`config.mk`:
```
export PLATFORM = sky130hd
export DESIGN_NAME = reg_write_arbiter
export DESIGN_NICKNAME = d
export VERILOG_FILES = /design/src/rtl/reg_write_arbiter.sv
export SDC_FILE = /design/constraint.sdc
export NUM_CORES = 1
export LEC_CHECK = 0
export CAP_MARGIN = 20
export CORE_AREA = 2 2 131 121
export DETAILED_ROUTE_END_ITERATION = 12
export DIE_AREA = 0 0 133 123
export GPL_TIMING_DRIVEN = 0
export PLACE_DENSITY = 0.77
export SLEW_MARGIN = 15
export SYNTH_ARGS = -nofsm -noshare
export SYNTH_HDL_FRONTEND = slang
export SYNTH_SLANG_ARGS = --single-unit
```
`constraint.sdc`:
```
create_clock -name CLK -period 8.4 [get_ports CLK]
set_clock_uncertainty 0.15 [all_clocks]
set_input_delay 0.84 -clock CLK [delete_from_list [all_inputs] [get_ports CLK]]
set_output_delay 0.84 -clock CLK [all_outputs]
set_load 0.005 [all_outputs]
```
`src/rtl/reg_write_arbiter.sv`:
```
// ---------------------------------------------------------------------------
// reg_write_arbiter
//
// Purpose:
//   Shares the single synchronous write port of the 32x64 register file
//   among NUM_REQ writeback sources (ALU, load, debug/init, ...). One source
//   is granted per cycle with round-robin priority and a valid/ready
//   handshake. The register-file write strobe, address and data are driven
//   from flops, so the register file captures a write one edge after the
//   handshake edge.
//
// Ports:
//   CLK              system clock, rising edge
//   RST_N            asynchronous active-low reset
//   HOLD             stall; no grant is issued while high
//   REQ_VALID        per-requester write request
//   REQ_ADDR         packed destination registers, requester i at [i*ADDR_W +: ADDR_W]
//   REQ_DATA         packed write data, requester i at [i*DATA_W +: DATA_W]
//   REQ_READY        one-hot grant (combinational)
//   REG_WRITE_ENABLE registered write strobe to the register file
//   WRITE_REG        registered write address
//   WRITE_DATA       registered write data
//   GRANT_ID         index of the requester that produced the current write
//   PENDING          registered; bit i set when requester i waited a cycle
//
// Configuration:
//   REG_WR_ARB_XZR_DROP_EN - when defined, a granted write to register 31
//   (zero register) still handshakes but does not strobe the register file.
// ---------------------------------------------------------------------------
module reg_write_arbiter #(
    parameter int NUM_REQ = 3,
    parameter int ADDR_W  = 5,
    parameter int DATA_W  = 64
) (
    input  logic                      CLK,
    input  logic                      RST_N,
    input  logic                      HOLD,
    input  logic [NUM_REQ-1:0]        REQ_VALID,
    input  logic [NUM_REQ*ADDR_W-1:0] REQ_ADDR,
    input  logic [NUM_REQ*DATA_W-1:0] REQ_DATA,
    output logic [NUM_REQ-1:0]        REQ_READY,
    output logic                      REG_WRITE_ENABLE,
    output logic [ADDR_W-1:0]         WRITE_REG,
    output logic [DATA_W-1:0]         WRITE_DATA,
    output logic [2:0]                GRANT_ID,
    output logic [NUM_REQ-1:0]        PENDING
);

    localparam logic [2:0] LAST_RST = 3'(NUM_REQ - 1);

`ifdef REG_WR_ARB_XZR_DROP_EN
    localparam logic [ADDR_W-1:0] XZR_ADDR = ADDR_W'(31);
`endif

    logic [2:0]         last_q, last_d;
    logic               we_q, we_d;
    logic [ADDR_W-1:0]  wreg_q, wreg_d;
    logic [DATA_W-1:0]  wdata_q, wdata_d;
    logic [2:0]         gid_q, gid_d;
    logic [NUM_REQ-1:0] pending_q, pending_d;

    logic [7:0]         valid_ext;
    logic               grant_found;
    logic [2:0]         grant_idx;
    logic [2:0]         scan_idx;
    logic [NUM_REQ-1:0] req_ready;
    logic               handshake;
    logic [ADDR_W-1:0]  sel_addr;
    logic [DATA_W-1:0]  sel_data;

    // Widened to 8 bits so the 3-bit scan index selects a bit without a
    // width mismatch for any NUM_REQ in 2..8.
    assign valid_ext = 8'(REQ_VALID);

    // Round-robin scan starting just after the last granted requester.
    always_comb begin
        grant_found = 1'b0;
        grant_idx   = 3'd0;
        scan_idx    = 3'd0;
        for (int k = 0; k < NUM_REQ; k++) begin
            scan_idx = 3'((int'(last_q) + 1 + k) % NUM_REQ);
            if (!grant_found && valid_ext[scan_idx]) begin
                grant_found = 1'b1;
                grant_idx   = scan_idx;
            end
        end
    end

    // READY is also held low during reset so no requester sees a grant that
    // the reset flops would never register.
    always_comb begin
        req_ready = '0;
        for (int i = 0; i < NUM_REQ; i++) begin
            req_ready[i] = grant_found && !HOLD && RST_N && (grant_idx == 3'(i));
        end
    end

    assign REQ_READY = req_ready;
    assign handshake = |req_ready;

    // Address/data mux; driven only by the grant index so REQ_ADDR and
    // REQ_DATA never feed REQ_READY.
    always_comb begin
        sel_addr = '0;
        sel_data = '0;
        for (int i = 0; i < NUM_REQ; i++) begin
            if (grant_idx == 3'(i)) begin
                sel_addr = REQ_ADDR[i*ADDR_W +: ADDR_W];
                sel_data = REQ_DATA[i*DATA_W +: DATA_W];
            end
        end
    end

    // Next-state: a handshake loads the write port and moves the pointer;
    // otherwise the strobe drops and address/data/id hold.
    always_comb begin
        we_d      = 1'b0;
        wreg_d    = wreg_q;
        wdata_d   = wdata_q;
        gid_d     = gid_q;
        last_d    = last_q;
        pending_d = REQ_VALID & ~req_ready;
        if (handshake) begin
            last_d = grant_idx;
            gid_d  = grant_idx;
`ifdef REG_WR_ARB_XZR_DROP_EN
            if (sel_addr != XZR_ADDR) begin
                we_d    = 1'b1;
                wreg_d  = sel_addr;
                wdata_d = sel_data;
            end
`else
            we_d    = 1'b1;
            wreg_d  = sel_addr;
            wdata_d = sel_data;
`endif
        end
    end

    always_ff @(posedge CLK or negedge RST_N) begin
        if (!RST_N) begin
            last_q    <= LAST_RST;
            we_q      <= 1'b0;
            wreg_q    <= '0;
            wdata_q   <= '0;
            gid_q     <= 3'd0;
            pending_q <= '0;
        end else begin
            last_q    <= last_d;
            we_q      <= we_d;
            wreg_q    <= wreg_d;
            wdata_q   <= wdata_d;
            gid_q     <= gid_d;
            pending_q <= pending_d;
        end
    end

    assign REG_WRITE_ENABLE = we_q;
    assign WRITE_REG        = wreg_q;
    assign WRITE_DATA       = wdata_q;
    assign GRANT_ID         = gid_q;
    assign PENDING          = pending_q;

endmodule

```
==> results by group <==
Run status
  • Status: finished clean

Drt
  • DRT Wirelength: 21270 um
  • Via/cell ratio: 5.207
  • Initial DRC count: 302
  • Wire per inst: 17.88 um
  • Routed Antenna Nets: 0
  • Via Count: 6191
  • TritonRoute pass-1 iters: 5
  • Residual DRC count: 0

Clock network
  • Cts bufs inserted: 9
  • Clock sinks: 77
  • TritonCTS clock tree: done
  • Clk pin slew, worst setup/hold paths: 60 ps
  • Clock tree buffer depth: 2
  • Worst skew pair latency: 340 ps
  • Post-CTS Hold Buffers: 0
  • Root buffer cell: clkbuf_16
  • H-tree Lvls: 3

Logic synthesis
  • Number of synthesis warnings: 0
  • Synth Flop Type: dfrtp_1
  • Async SR Flop Fraction: 100.0%
  • Seq/Total Area, Yosys: 31.21%
  • Main combinational cell family by area after synthesis: compound AO/OA/AOI/OAI gates
  • FF+latch count, synth: 77
  • Yosys cell types: 67
  • Post-Synth Simple-Gate Area: 13.21%
  • Synth Net Count: 906
  • Mapped Area: 6177 um^2
  • Syn Inst Count: 672
  • Post-Synth Adder-Cell Area: 4.254%
  • Mux cell area share after synthesis: 12.56%
  • Compound-cell area share of the yosys netlist: 27.28%
  • XOR/XNOR Fraction of Synth Area: 1.539%
  • Synthesized area per cell: 9.192 um^2
  • Post-synth EDFFs: 0

Final layout
  • Most frequent cells in the layout: clkdlybuf4s50_1 (290), nand2_1 (96), inv_1 (88)
  • Commonest non-fill, non-tap cell in the layout: clkdlybuf4s50_1
  • Antenna Cells: 0
  • Design area: 9809 um^2
  • Synth-to-Final Area Change: 58.80%
  • Final nets: 1216
  • Share of cells above drive strength 1: 14.79%

Die
  • Die width: 133 um
  • Chip height: 123 um
  • Die area: 16360 um^2
  • Row count: 43
  • Core Area: 15010 um^2
  • I/O Pins: 292
  • Initial cell density of the core: 41.15%

Place
  • GP Congestion: 0.9068
  • Placed Area: 9368 um^2
  • HPWL Detailed: 16940 um
  • Dpl ws: -19.73 ps
  • Number of port buffers: 291

Timing
  • Post-route clock period utilization: 96.06%
  • Setup slack after layout: 330.7 ps
  • Setup violations, final: 0
  • Measured slew at the worst slew-check pin: 496.3 ps
  • Max Slew Vio Count: 0
  • Worst hold slack: 241.9 ps
  • Min cycle time layout: 8069 ps
  • Max Freq: 123.9 MHz
  • Max-slew headroom: 66.68%
  • Final hold vios: 0

GRT
  • Total GRT Usage: 25.38%
  • Grt ovf: 0
  • Top Usage Layer GRT: met2
  • Met2 usage: 43.91%
  • Initial antenna violation count: 0
  • Met1 Use GR: 31.56%
  • Met3 Resource Use GR: 5.863%
  • First-pass GRT wire length: 32440 um
  • Vias in the first global route: 6059
  • Pin count of the biggest net entering global routing: 59

Setup path
  • CP Data Arrival Time: 7080 ps
  • Critical path peak fanout: 10
  • Endpoint type of the worst setup path: output port
  • Reg2reg end: WRITE_DATA[37]
  • R2R Path Start: last_q[0]
  • CP Launch Type: register
  • Worst r2r path cells: 29
  • Most frequent CP cell: ha_1
  • CP required: 7410 ps
  • R2R Setup Slk: 1590 ps
  • Max stage delay on crit path: 500 ps
  • Critical-path top delay cell: clkdlybuf4s50_1
  • Crit Path Class: register to output port

Flow run
  • Max-capacitance violation count: 0

Min path
  • Hold Crit Class: primary input to asynchronous set/reset pin
routing by layer:
layer / vias to the layer above / routed length, um
met5: - / 0
met4: 0 / 469
met3: 25 / 1609
met2: 265 / 10340
met1: 2854 / 8851
li1: 3047 / -
Yosys cell counts, types with 3 or more instances:
library cell,number,share of area [%]
inv_2,3,0.18
buf_4,3,0.36
a21oi_1,15,1.2
xnor2_1,6,0.85
or3_1,4,0.41
clkbuf_1,13,0.79
or2_1,3,0.30
buf_6,7,1.3
o21ai_1,3,0.24
mux2_2,4,0.73
inv_1,89,5.4
a31o_2,5,0.71
ha_1,21,4.3
o21ai_0,16,1.3
mux2i_1,73,12
and3_1,8,0.81
nand2b_1,7,0.71
nor3_1,7,0.57
dfrtp_1,76,31
nand3_1,16,1.3
nor2_1,14,0.85
o31ai_1,3,0.36
a21o_1,3,0.36
buf_2,23,1.9
o221ai_2,48,12
and2_1,6,0.61
nand2_1,96,5.8
o21a_1,6,0.73
o221ai_1,23,3.3
nor2b_1,8,0.81
a31oi_1,6,0.61
o311ai_0,3,0.43
o211ai_1,7,0.85
a211oi_1,4,0.49
worst max-delay path, delay by kind of cell, from the launching register on:
family,cells,cell delay [ps]
AND/OR/NAND/NOR,10,1630
buffers and inverters,8,1550
AO/OA/AOI/OAI,8,1490
adder cells (fa/ha/maj),5,1410
flip-flops,1,450
XOR/XNOR,1,210
state kept, by name, indices dropped and copies added, names as in the netlist:
register          flops
last_q                3
PENDING               3
WRITE_REG             5
GRANT_ID              1
REG_WRITE_ENABLE      1
WRITE_DATA           64
per-stage QoR:
stage	TNS, ps	cells	utilization (%)
3_3_place_gp	0	1165	62.24
6_report	0	1189	65.35
4_1_cts	0	1183	64.66
5_1_grt	-29.43	1189	65.35
3_5_place_dp	-19.73	1166	62.41
2_1_floorplan	0	672	-
layout make-up:
type                       instances  area [um^2]
fill                            1223         5201
sequential                        77         1929
clock inverter                     6        71.32
tap                              202        252.7
timing repair buffer             301         3005
inverter                          93        352.8
clock buffer                      10        229.0
buffer                            44        266.5
multi-input combinational        456         3702
worst max path at each step:
| stage | from | endpoint | slack, ps | cells after the start |
|---|---|---|---|---|
| after floorplan | last_q[1] | REQ_READY[0] | 1460 | 33 |
| after global placement | last_q[0] | REQ_READY[1] | 50 | 33 |
| after detailed placement | last_q[0] | REQ_READY[1] | -20 | 33 |
| after CTS | last_q[0] | REQ_READY[0] | 10 | 32 |
| after global routing | last_q[0] | REQ_READY[0] | -20 | 33 |
| final | last_q[0] | REQ_READY[0] | 330 | 32 |
cell families (layout without fill, tap and decap cells):
logic type      after synthesis  in the layout
compound gates              172            172
fa+ha+maj                    21             21
flops                        77             77
mux                          77             77
buf+inv                     139            454
simple gates                177            177
xor+xnor                      9              9
what timing repair did:
item                                    in CTS  in global routing
endpoints found under the setup margin       3                  3
resized for setup                            7                 17
setup buffers                                2                  7
pin swaps                                    0                  1
Power is left out: the tool's default activity adds up to more than one toggle a clock period on the data nets, which glitch-free logic cannot reach.
